File: config.mk
export PLATFORM = sky130hd
export DESIGN_NAME = key_input_conditioner
export DESIGN_NICKNAME = d
export VERILOG_FILES = /design/src/rtl/key_input_conditioner.sv
export SDC_FILE = /design/constraint.sdc
export NUM_CORES = 1
export LEC_CHECK = 0
export ABC_AREA = 1
export CORE_UTILIZATION = 51
export CTS_BUF_LIST = sky130_fd_sc_hd__clkbuf_4
export CTS_CLUSTER_SIZE = 24
export DETAILED_ROUTE_END_ITERATION = 10
export PLACE_DENSITY = 0.76
export SLEW_MARGIN = 10
export SYNTH_ARGS = -nofsm -noshare
export SYNTH_HDL_FRONTEND = slang
export SYNTH_SLANG_ARGS = --single-unit
export TNS_END_PERCENT = 10
File: constraint.sdc
create_clock -name clock -period 3.8 [get_ports clock]
set_input_delay 0.57 -clock clock [delete_from_list [all_inputs] [get_ports clock]]
set_output_delay 0.57 -clock clock [all_outputs]
set_load 0.05 [all_outputs]
File: src/rtl/key_input_conditioner.sv
// Push-button front end: 2-FF synchroniser, per-key debounce and single-key press pulses.
// Presses that coincide with another press or with another key already held are rejected.
module key_input_conditioner #(
    parameter int unsigned NUM_KEYS        = 4,
    parameter int unsigned DEBOUNCE_CYCLES = 500000
) (
    input  logic                clock,
    input  logic                reset,
    input  logic [NUM_KEYS-1:0] keyRaw,
    output logic [NUM_KEYS-1:0] keyPulse,
    output logic [NUM_KEYS-1:0] keyHeld,
    output logic                keyError
);

    localparam int unsigned CNT_WIDTH = $clog2(DEBOUNCE_CYCLES);
    localparam logic [CNT_WIDTH-1:0] CNT_MAX = CNT_WIDTH'(DEBOUNCE_CYCLES - 1);

    logic [NUM_KEYS-1:0]  sync1_q, sync2_q;
    logic [NUM_KEYS-1:0]  stable_q, stable_d;
    logic [CNT_WIDTH-1:0] cnt_q [NUM_KEYS];
    logic [CNT_WIDTH-1:0] cnt_d [NUM_KEYS];
    logic [NUM_KEYS-1:0]  pulse_q, pulse_d;
    logic                 error_q, error_d;

    logic [NUM_KEYS-1:0]  lvl;
    logic [NUM_KEYS-1:0]  accept;
    logic [NUM_KEYS-1:0]  press;
    logic                 single;

    always_comb begin
        lvl      = ~sync2_q;
        stable_d = stable_q;
        accept   = '0;
        for (int i = 0; i < NUM_KEYS; i++) begin
            cnt_d[i] = '0;
            // Any sample matching the stable level restarts the count.
            if (lvl[i] != stable_q[i]) begin
                if (cnt_q[i] == CNT_MAX) begin
                    accept[i]   = 1'b1;
                    stable_d[i] = lvl[i];
                end else begin
                    cnt_d[i] = cnt_q[i] + CNT_WIDTH'(1);
                end
            end
        end
        press = accept & lvl;
        // The pressing key's own stable bit is still 0, so any set bit belongs to another key.
        single  = $onehot(press) && (stable_q == '0);
        pulse_d = single ? press : '0;
        error_d = (|press) && !single;
    end

    always_ff @(posedge clock) begin
        if (reset) begin
            sync1_q  <= '1;
            sync2_q  <= '1;
            stable_q <= '0;
            pulse_q  <= '0;
            error_q  <= 1'b0;
            for (int i = 0; i < NUM_KEYS; i++) begin
                cnt_q[i] <= '0;
            end
        end else begin
            sync1_q  <= keyRaw;
            sync2_q  <= sync1_q;
            stable_q <= stable_d;
            pulse_q  <= pulse_d;
            error_q  <= error_d;
            for (int i = 0; i < NUM_KEYS; i++) begin
                cnt_q[i] <= cnt_d[i];
            end
        end
    end

    assign keyPulse = pulse_q;
    assign keyHeld  = stable_q;
    assign keyError = error_q;

endmodule

# ---- Word level (Yosys, flattened, before mapping)
# Memories as Yosys holds them, arrays and structs flattened.
# Index checks and enable logic that the tools add are counted.
dict set report word_totals {
  reg_bits 17
  ramBits 76
  wordCells 65
  memories 1
}
# memory depth word_bits read_ports rd_ports_with_merged_regs wr line_no
set mem_list {}
lappend mem_list {cnt_q 4 19 4 0 4 20} ;# logic [CNT_WIDTH-1:0] cnt_q [NUM_KEYS];
dict set report classes {
  add_sub_neg 7
  n_eq_ne 9
  mux 23
  n_bitwise 7
  reduce_logical 10
}
# op n
set ops {}
lappend ops {{19-bit 2-to-1 mux} 12}
lappend ops {{19-bit by 1-bit adder with 19-bit output, second input constant} 4}
lappend ops {{19-bit equality test, second input constant} 4}
lappend ops {{1-bit 2-to-1 mux} 11}
lappend ops {{2-bit AND reduction} 4}
lappend ops {{1-bit by 1-bit adder with 2-bit output} 2}
lappend ops {{4-bit bitwise AND} 1}
lappend ops {{4-bit logical NOT} 1}
lappend ops {{1-bit != test} 4}
lappend ops {{4-bit inverter} 1}
lappend ops {{1-bit bitwise OR} 4}
lappend ops {{4-bit OR reduction} 1}
lappend ops {{2-bit by 2-bit adder with 3-bit output} 1}
lappend ops {{3-bit by 1-bit equality test with 1-bit output, second input constant} 1}
lappend ops {{1-bit logical AND} 2}
lappend ops {{2-bit OR reduction} 1}
lappend ops {{1-bit logical NOT} 1}
lappend ops {{1-bit inverter} 1}

# ---- Logic depth before layout (Yosys ltp)
# Gate-level depths: netlist (run 1).
dict set report depth {
  ltp_word 10
  ltp_mapped 17
  ltp_nobuf 17
}

# ---- Worst setup path after synthesis (run 1)
# OpenSTA, ideal clock, no wires.
dict set report synth_path {
  path_type {register to register}
  startpoint {mem cnt_q[0][0] (netlist bit)}
  endpoint {reg pulse_q[0], in the netlist keyPulse[0]}
  setup_time_ns 0.078
  t_arrival_ns 2.755
  t_required_ns 3.722
  setup_slack_ns 0.968
  path_stages_with_launch 16
  n_path_buf 0
  path_cell_list {dfxtp_1 ha_1 nand2_1 nor2_1 nand3_1 inv_1 nand3_1 fa_1 inv_1 ha_1 ha_1 inv_1 nand2_1 nor3_1 nand2_1 nor3_1}
}
# item line_no
set synth_lines {}
lappend synth_lines {{from (decl)} 20}
lappend synth_lines {{to (signal assigned)} 67} ;# pulse_q <= pulse_d;
lappend synth_lines {{to (decl)} 22} ;# logic [NUM_KEYS-1:0] pulse_q, pulse_d;

==> results of run 1 <==
## layout by cell type (no fill, tap or decap)
| cell | count |
|---|---|
| nand2_1 | 151 |
| nor2_1 | 129 |
| dfxtp_1 | 93 |
| inv_1 | 74 |
| nand3_1 | 43 |
| a21oi_1 | 24 |
| xor2_1 | 23 |
| nand4_1 | 20 |
| clkdlybuf4s50_1 | 14 |
| nor3_1 | 13 |
| or2_2 | 13 |
| xnor2_1 | 11 |
| clkbuf_4 | 10 |
| nor2_2 | 9 |
| o21ai_0 | 7 |
| ha_1 | 7 |
| nand3_2 | 5 |
| nor3_2 | 4 |
| nand3b_1 | 4 |
| nor2_4 | 3 |
| or2_0 | 3 |
| nand3_4 | 2 |
| nand2_2 | 2 |
| a21oi_2 | 2 |
| clkinvlp_4 | 2 |
| nor3_4 | 1 |
| inv_2 | 1 |
| o21a_1 | 1 |
| fa_1 | 1 |
| inv_6 | 1 |
| clkinv_2 | 1 |
| clkinv_1 | 1 |
| bufinv_16 | 1 |
## per-stage QoR
step / setup WS, ps / cells / hold WS [ps]
after global routing: 291 / 784 / 438
after detailed placement: 699 / 768 / 396
after CTS: 644 / 784 / 426
after floorplan: 968 / 651 / 389
final: 624 / 784 / 424
after global placement: 801 / 768 / 393
## synth_stat cells (2+ instances only)
cell type and count:
a21oi_1 24, nand2_1 151, xor2_1 23, dfxtp_1 93
xnor2_1 11, nor2_2 9, nor3_1 13, a21oi_2 2
nand4_1 20, o21ai_0 7, ha_1 7, nand3_4 2
buf_6 2, nor3_2 4, nor2_4 3, nand2_2 2
nand3_2 5, nand3_1 43, nand3b_1 4, nor2_1 129
or2_0 3, inv_1 74, or2_2 13
## path summary, 6_finish.rpt
kind                             startpoint           to  depth (start not counted)
worst min register to register   sync1_q[1]   sync2_q[1]                          1
worst max-delay path            cnt_q[0][0]  keyPulse[0]                         15
worst min-delay path             sync1_q[1]   sync2_q[1]                          1
worst max register to register  cnt_q[0][0]  keyPulse[0]                         15
## logic make-up (layout without fill, tap and decap cells)
group	after synthesis	in the layout
AND/OR/NAND/NOR	402	402
flip-flops	93	93
buffers and inverters	80	105
AO/OA/AOI/OAI	34	34
XOR/XNOR	34	34
adder cells (fa/ha/maj)	8	8
## layer usage
metal  share of wire [%]  vias up
met5                   0        -
met4                 2.4        0
met3                 3.2       18
met2                  45       73
met1                  50     1775
li1                    -     2092
## power groups by stage
stage	clock (W)	sequential (W)	combinational, W
after floorplan	0	0.00100	0.0000197
after global placement	0	0.00101	0.0000250
after detailed placement	0	0.00101	0.0000255
after CTS	0.000555	0.000984	0.0000256
after global routing	0.000589	0.000985	0.0000287
final	0.000535	0.000984	0.0000251
## critical path, stage by stage, from the launching register on
cell	delay [ps]
dfxtp_1	450
ha_1	230
nand2_1	80
nor2_1	240
nand3_1	170
inv_1	110
nand3_1	120
fa_1	550
inv_1	40
ha_1	180
ha_1	270
inv_1	50
nand2_1	40
nor3_1	210
nand2_1	150
nor3_1	190
## sequential cells by signal (all words and copies together), names as in the netlist
register / flops
sync1_q: 4
cnt_q: 76
keyPulse: 4
keyHeld: 4
keyError: 1
sync2_q: 4
## cell type report
type / instances / area share (%)
Clock buffer: 10 / 1.51
Clock inverter: 6 / 1.26
Inverter: 75 / 5.66
Multi-Input combinational cell: 478 / 48.6
Sequential cell: 93 / 37.4
Tap cell: 108 / 2.72
Timing Repair Buffer: 14 / 2.82
==> summary.md, run 1 <==
| Metric | Value |
|---|---|
| Status | finished clean |
| Post-synthesis adder-cell area fraction | 2.33% |
| Setup_tns | 0 ps |
| Fin util | 57.0% |
| Max_cap viols | 0 |
| Area leader, netlist | dfxtp_1 |
| FF+latch count, synth | 93 |
| Total congestion overflow | 0 |
| Relative slew slack | 66.0% |
| Clock tree buffer depth | 2 |
| Critical path class | reg -> reg |
| Max-slew violation count | 0 |
| R2R Setup Slk | 620 ps |
| Final-stage net count | 685 |
| Hold Vio Cnt, Final | 0 |
| Clk_skew | 16.0 ps |
| Met2 Track Usage GR | 31.7% |
| Crit path launch type | register |
| RSZ-0062 raised after global routing | no |
| Largest family of logic cells by synthesized area | simple AND/OR/NAND/NOR gates |
| Number of synthesized flops with an enable pin | 0 |
| Syn nets | 665 |
| Clk sinks | 93 |
| Synth cell types | 30 |
| Via count | 3958 |
| Vias per cell | 5.05 |
| Hold buffers post-CTS | 0 |
| Worst skew pair latency | 440 ps |
| Endpoints failing setup | 0 |
| Worst Setup End Kind | register |
| Sequential power share | 63.7% |
| Mux cell area share after synthesis | 0% |
| Pwr/cell area | 310 nW/um^2 |
| Routed WL per cell | 11.0 um |
| Register area share after synthesis | 40.3% |
| Post-Synthesis Cells | 651 |
| Post-CTS Setup Bufs | 0 |
| Worst vdd ir | 0.188 mV |
| Ranking of synthesized cells by area | dfxtp_1, nand2_1, nor2_1 |
| Minimum clock period | 3180 ps |
| Gr usage total | 19.7% |
| # rows | 34 |
| ANT nets after route | 0 |
| TritonCTS clock tree | yes |
| CTS Buf Count | 9 |
| Detailed Place HPWL | 6430 um |
| Synth Area in Simple Gates | 39.7% |
| Diodes inserted | 0 |
| Detailed-route DRC error count | 0 |
| Vias in the first global route | 3744 |
| Final Wtd Congestion | 0.912 |
| CTS root buf | clkbuf_4 |
| Die footprint | 9430 um^2 |
| Worst Hold Class | reg -> reg |
| Clock-pin slew on the worst setup and hold paths | 140 ps |
| Synth Area in Compound Gates | 3.90% |
| Synth top area share | 40.3% |
| Grt met1 use | 25.7% |
| Area growth, synth to finish | 7.75% |
| First-pass GRT wire length | 15500 um |
| Period utilisation layout | 83.6% |
| Synthesized area | 4610 um^2 |
| Busiest grt layer | met2 |
| Filler instances | 802 |
| Mean Syn Cell Area | 7.09 um^2 |
| Multi-input logic area | 2420 um^2 |
| Synth Warn # | 0 |
| Post-DP Area | 4830 um^2 |
| LEAKAGE | 1.68 nW |
| Die Span X | 97.1 um |
| Initial Util | 52.9% |
| Pin count of the biggest net entering global routing | 19 |
| Post-CTS resize count | 0 |
| Data required, critical path | 4160 ps |
| Data arrival time at the worst-slack endpoint | 3530 ps |
| Design Power | 0.00154 W |
| Design area | 4970 um^2 |
| Max Fclk | 0.315 GHz |
| Port buffer count | 14 |
| Max H-tree Level | 3 |
| Internal power | 0.00120 W |
| Initial drt markers | 139 |
| Xor and xnor area share after synthesis | 6.45% |
| Core Area | 8720 um^2 |
| Sequential cell area | 1860 um^2 |
| Chip height | 97.1 um |
| Top Ports | 15 |
| Switch share | 22.4% |
| Combinational share of power | 1.6% |
| P_sw | 0.000345 W |
| Max FO, Critical Path | 6 |
| Top_reg_cell synth | dfxtp_1 |
| Asr flop ratio synth | 0% |
| DR pass1 iterations | 4 |
| Met3 Resource Use GR | 3.09% |
| Layout cells sized above 1 | 8.43% |
| Final WL | 8610 um |
| Worst Tran Pin Value | 508 ps |
| Clock share of power | 34.6% |
| Initial antenna violation count | 0 |
(Power assumes the default switching activity.)
==> run 2, diff against run 1 <==
PLACE_DENSITY = 0.79   (was 0.76)
clock period = 2.7 ns   (was 3.8 ns; I/O delays follow)
==> run 2 against run 1 <==
  * Register-to-register slack lost 530 ps
  * Fmax up 22%
  * Clock-buffer cell count is 2 higher
  * Non-clock buffer count increased by 33
  * Sequential power rose by 40%
  * First-iteration DRC count is 3.6% lower
  * Global-route usage is 1.2 points higher
  * Power up 41%
  * Final area rose by 6.8%
  * Worst hold slack worse by 1.7 ps
  * Combinational power rose by 67%
  * Sequential cell count unchanged
==> summary.md, run 2 (same netlist as run 1, synthesis figures left out) <==
| Metric | Value |
|---|---|
| Status | finished clean |
| Max_cap viols | 0 |
| Biggest register | cnt_q |
| Total congestion overflow | 0 |
| Worst vdd ir | 0.223 mV |
| Setup_tns | 0 ps |
| Data arrival time at the worst-slack endpoint | 2980 ps |
| CP max-delay cell | fa_1 |
| Clock tree buffer depth | 2 |
| Detailed Place HPWL | 6880 um |
| Initial drt markers | 134 |
| Top Ports | 15 |
| ANT nets after route | 0 |
| Fin cells | 816 |
| Endpoints failing setup | 0 |
| Most used cell, CP | nor3_2 |
| CTS root buf | clkbuf_4 |
| Critical path class | reg -> reg |
| Via count | 4102 |
| Final Wtd Congestion | 0.871 |
| Max FO, Critical Path | 4 |
| Max H-tree Level | 3 |
| Final-stage net count | 718 |
| Worst Setup End Kind | register |
| Port buffer count | 14 |
| DR pass1 iterations | 5 |
| Hold buffers post-CTS | 0 |
| Max-slew violation count | 0 |
| DR top layer | met4 |
| Clock-pin slew on the worst setup and hold paths | 140 ps |
| Diodes inserted | 0 |
| Die footprint | 9430 um^2 |
| Final setup margin | 92.8 ps |
| Final WL | 9450 um |
| Routed WL per cell | 11.6 um |
| CP max stage delay | 560 ps |
| Vias in the first global route | 3978 |
| First-pass GRT wire length | 16500 um |
| Worst Tran Pin Value | 507 ps |
| Post-Place Setup Slack | -96.7 ps |
| Detailed-route DRC error count | 0 |
| # rows | 34 |
| Clk_skew | 24.0 ps |
| Placed insts | 798 |
| Design area | 5310 um^2 |
| CTS Buf Count | 9 |
| Vias per cell | 5.03 |
| Met2 Routed Length | 4410 um |
| Max Fclk | 0.384 GHz |
| Initial antenna violation count | 0 |
| Worst Hold Class | reg -> reg |
| Period utilisation layout | 96.6% |
| Area growth, synth to finish | 15.1% |
| Minimum clock period | 2610 ps |
| Crit path launch type | register |
| Gr usage total | 20.9% |
| Layout cells sized above 1 | 16.4% |
| M1 wire length | 4420 um |
| Core Area | 8720 um^2 |
| Commonest cells after routing, fill and taps aside | nand2_1, nor2_1, dfxtp_1, inv_1, nand3_1 |
| Post-DP Area | 5080 um^2 |
| Chip height | 97.1 um |
| Pin count of the biggest net entering global routing | 19 |
| Data required, critical path | 3070 ps |
| Most common cell after layout, fill and taps aside | nand2_1 |
| Relative slew slack | 66.1% |
| Filler instances | 767 |
| Die Span X | 97.1 um |
| Worst skew pair latency | 440 ps |
| LEAKAGE | 1.85 nW |
| Crit path cell chain | nor2_1 > nand3_1 > nor3_2 > nand2_1 > inv_2 > nand3_2 > fa_1 > inv_2 > ha_4 > ha_4 > inv_1 > nand2_1 > nor3_2 > nand2_2 > nor3_2 |
| Hold Vio Cnt, Final | 0 |
| Worst hold slack | 422 ps |
| Clk sinks | 93 |
| TritonCTS clock tree | yes |
| Initial Util | 52.9% |
| Max FFs per register | 76 |
| Pwr/cell area | 409 nW/um^2 |
| Metal3 WL | 392 um |
## run 2: cell count changes in the layout (fill, tap and decap cells not counted), sizes merged
cell / before / now
buf: 0 / 33
clkbuf: 10 / 12
clkinvlp: 2 / 0
inv: 76 / 75
## run 2: per-layer routing
metal  vias up  global-route usage, %
met5         -                      0
met4         0                   9.53
met3        19                   3.24
met2        93                   35.1
met1      1833                   26.3
li1       2157                      -
## run 2: path summary, 6_finish.rpt
kind,from,endpoint,slack (ps),depth (start not counted)
setup / recovery,cnt_q[1][5],keyPulse[0],90,15
hold reg to reg,sync1_q[0],sync2_q[0],420,1
setup reg to reg,cnt_q[1][5],keyPulse[0],90,15
hold / removal,sync1_q[0],sync2_q[0],420,1
## run 2: power breakdown
group | switching, W | total, W | internal, W
registers | 0.00000397 | 0.00138 | 0.00138
clock network | 0.000440 | 0.000745 | 0.000305
logic | 0.0000238 | 0.0000418 | 0.0000179
total | 0.000468 | 0.00217 | 0.00170
## run 2: worst max-delay path, delay by kind of cell, from the launching register on
| kind | cells | cell delay (ps) |
|---|---|---|
| fa+ha+maj | 3 | 940 |
| buf+inv | 3 | 170 |
| flops | 1 | 350 |
| simple gates | 9 | 1080 |
## run 2: cell type report
cell class | instances | area (um^2) | share of cell area, %
multi-input combinational | 478 | 2510 | 47.2
sequential | 93 | 1870 | 35.2
timing repair buffer | 47 | 388 | 7.30
inverter | 75 | 282 | 5.30
tap | 108 | 135 | 2.54
clock buffer | 12 | 90.1 | 1.70
clock inverter | 3 | 37.5 | 0.707
## run 2: metrics by stage
step | total power (W) | util (%)
2_1_floorplan | 0.00144 | -
3_3_place_gp | 0.00145 | 58.3
3_5_place_dp | 0.00145 | 58.3
4_1_cts | 0.00218 | 59.9
5_1_grt | 0.00225 | 60.9
6_report | 0.00217 | 60.9
## run 2: timing repair
action	in CTS	in global routing
hold endpoints to repair	0	0
gates resized for setup	3	21
pin swaps	1	9
setup buffers	1	2
cloned	0	0
setup endpoints to repair	4	5
==> run 3, diff against run 2 <==
ABC_AREA = unset   (was 1)
==> run 3 against run 2 <==
  * The flow now finishes with violations (setup timing)
  * Sequential share of layout area decreased by 0.36 points
  * Worst hold slack improved by 16 ps
  * Clock skew decreased by 4.8 ps
  * Routed wire length decreased by 6.3%
  * Largest power group unchanged
  * Largest cell class unchanged
==> summary.md, run 3 <==
| Metric | Value |
|---|---|
| Status | finished, violations left |
| Failing checks | setup timing |
| Syn nets | 482 |
| Endpoints failing setup | 5 |
| CTS root buf | clkbuf_4 |
| Initial antenna violation count | 0 |
| First-pass GRT wire length | 15700 um |
| Worst hold endpoint | sync2_q[1] |
| Synth Warn # | 0 |
| Post-DP Area | 5170 um^2 |
| Layout cells sized above 1 | 26.3% |
| Clk sinks | 93 |
| Worst Hold Class | reg -> reg |
| FF+latch count, synth | 93 |
| Data arrival time at the worst-slack endpoint | 4010 ps |
| Hold buffers post-CTS | 0 |
| Gr usage total | 22.7% |
| Detailed Place HPWL | 6590 um |
| Clock-pin slew on the worst setup and hold paths | 140 ps |
| Crit path launch type | register |
| Post-Synthesis Cells | 468 |
| Synthesized area | 4130 um^2 |
| Area growth, synth to finish | 29.6% |
| Max FO, Critical Path | 3 |
| Initial drt markers | 105 |
| Synth top area share | 45.1% |
| Max FFs per register | 76 |
| Worst Setup End Kind | register |
| Critical path class | reg -> reg |
| Most common cell after layout, fill and taps aside | buf_4 |
| R2R Setup Slk | -950 ps |
| Worst Hold Launch | sync1_q[1] |
| Ranking of synthesized cells by area | dfxtp_1, nor2_1, xnor2_1 |
| Synth cell types | 43 |
| Hold depth | 1 |
| Data required, critical path | 3060 ps |
| # rows | 32 |
| Chip height | 92.0 um |
| Final Wtd Congestion | 0.809 |
| DR pass1 iterations | 4 |
| Via count | 3697 |
| Port buffer count | 14 |
| Final-stage net count | 600 |
| Clock tree buffer depth | 2 |
| Vias per cell | 5.34 |
| ANT nets after route | 0 |
| Core Area | 7770 um^2 |
| Asr flop ratio synth | 0% |
| Worst vdd ir | 0.233 mV |
| Max_cap viols | 0 |
| Hold Vio Cnt, Final | 0 |
| Pin count of the biggest net entering global routing | 20 |
| Worst hold slack | 438 ps |
| Max Fclk | 0.274 GHz |
| Worst R2R End | keyPulse[0] |
| Final WL | 8850 um |
| Commonest cells after routing, fill and taps aside | buf_4, dfxtp_1, nor2_1, nand3_1, nand2_1 |
| Total congestion overflow | 0 |
| TritonCTS clock tree | yes |
| Diodes inserted | 0 |
| Period utilisation layout | 135% |
| Fin util | 68.9% |
| Die footprint | 8460 um^2 |
| Detailed-route DRC error count | 0 |
| Final setup margin | -952 ps |
| Top_reg_cell synth | dfxtp_1 |
| Worst R2R Start | cnt_q[0][18] |
| Max-slew violation count | 0 |
| Top Ports | 15 |
| Design area | 5350 um^2 |
| CTS Buf Count | 9 |
| Max H-tree Level | 3 |
| Mean Syn Cell Area | 8.82 um^2 |
| LEAKAGE | 1.87 nW |
| Biggest register | cnt_q |
| Die Span X | 92.0 um |
| Relative slew slack | 59.9% |
| Worst Tran Pin Value | 602 ps |
| Post-synth top cells | dfxtp_1, nor2_1, nand3_1 |
| Register area share after synthesis | 45.1% |
| Initial Util | 53.2% |
| Minimum clock period | 3650 ps |
| Clk_skew | 19.2 ps |
| Routed WL per cell | 12.8 um |
| Number of synthesized flops with an enable pin | 0 |
| Area leader, netlist | dfxtp_1 |
| Worst reg2reg path depth | 12 |
| Top-count cell post-synth | dfxtp_1 |
| Vias in the first global route | 3632 |
| Worst skew pair latency | 430 ps |
| RSZ-0062 raised after global routing | yes |
| Pwr/cell area | 401 nW/um^2 |
-- run 3: cell types whose count changed in the layout (fill, tap and decap cells not counted), sizes merged, moves of 15 or more --
cell / previous run / this run
nand3: 50 / 30
or4: 0 / 15
xnor2: 11 / 26
nand2: 153 / 28
nor2: 141 / 64
buf: 33 / 106
inv: 75 / 16
-- run 3: repair_timing --
action,4_1_cts,5_1_grt
setup endpoints to repair,5,5
pin swaps,9,1
resized for setup,5,5
buffers inserted,1,0
endpoints found under the hold margin,0,0
-- run 3: cell type report --
class,count,area (um^2)
clock buffers,9,67.6
multi-input cells,346,2240
well taps,102,128
repair buffers,120,940
fillers,606,2420
inverters,16,60.1
flip-flops and latches,93,1870
clock inverters,6,55.1
-- run 3: metrics by stage --
| stage | total power, W | setup WS, ps | instances | TNS (ps) |
|---|---|---|---|---|
| 2_1_floorplan | 0.00143 | -922 | 468 | -3940 |
| 3_3_place_gp | 0.00145 | -930 | 676 | -4310 |
| 3_5_place_dp | 0.00146 | -1030 | 676 | -4720 |
| 4_1_cts | 0.00216 | -947 | 692 | -4280 |
| 5_1_grt | 0.00224 | -1120 | 692 | -5120 |
| 6_report | 0.00214 | -952 | 692 | -4290 |
-- run 3: worst max path at each step --
stage	start	end	slack, ps	cells after the start
global route	cnt_q[0][11]	keyPulse[0]	-1120	13
detailed placement	cnt_q[0][18]	keyPulse[0]	-1030	12
floorplan	cnt_q[0][10]	keyPulse[1]	-920	12
CTS	cnt_q[0][18]	keyPulse[0]	-950	12
finish	cnt_q[0][18]	keyPulse[0]	-950	12
global placement	cnt_q[0][10]	keyPulse[0]	-930	13
-- run 3: per-layer routing --
layer | GRT usage (%) | part of all wire [%] | vias to the layer above
met3 | 3.81 | 2.7 | 18
met5 | 0 | 0 | -
met4 | 9.64 | 2.3 | 0
met1 | 28.7 | 46 | 1735
li1 | - | - | 1890
met2 | 38.2 | 49 | 54
-- run 3: report_power, final --
part           leakage (nW)  switching (W)  internal [W]
Clock                0.0683       0.000448      0.000270
Combinational          1.05      0.0000218     0.0000212
Sequential            0.753     0.00000316       0.00138
-- run 3: critical path, cell delays in order, from the launching register on --
cell      delay [ps]
dfxtp_2          360
or3b_4           380
or4_4            540
or2_4            270
fa_1             490
inv_2             50
ha_4             150
ha_4             230
or4b_4           490
nor4_4           170
nand2b_1         140
buf_6            150
nor3_2           160
-- run 3: logic make-up (layout without fill, tap and decap cells) --
logic type / count (synthesis) / count (layout) / share of synthesized area, %
AO/OA/AOI/OAI: 61 / 61 / 9.12
flip-flops: 93 / 93 / 45.1
XOR/XNOR: 48 / 48 / 10.2
buffers and inverters: 29 / 151 / 2.91
AND/OR/NAND/NOR: 229 / 229 / 30.1
adder cells (fa/ha/maj): 8 / 8 / 2.61
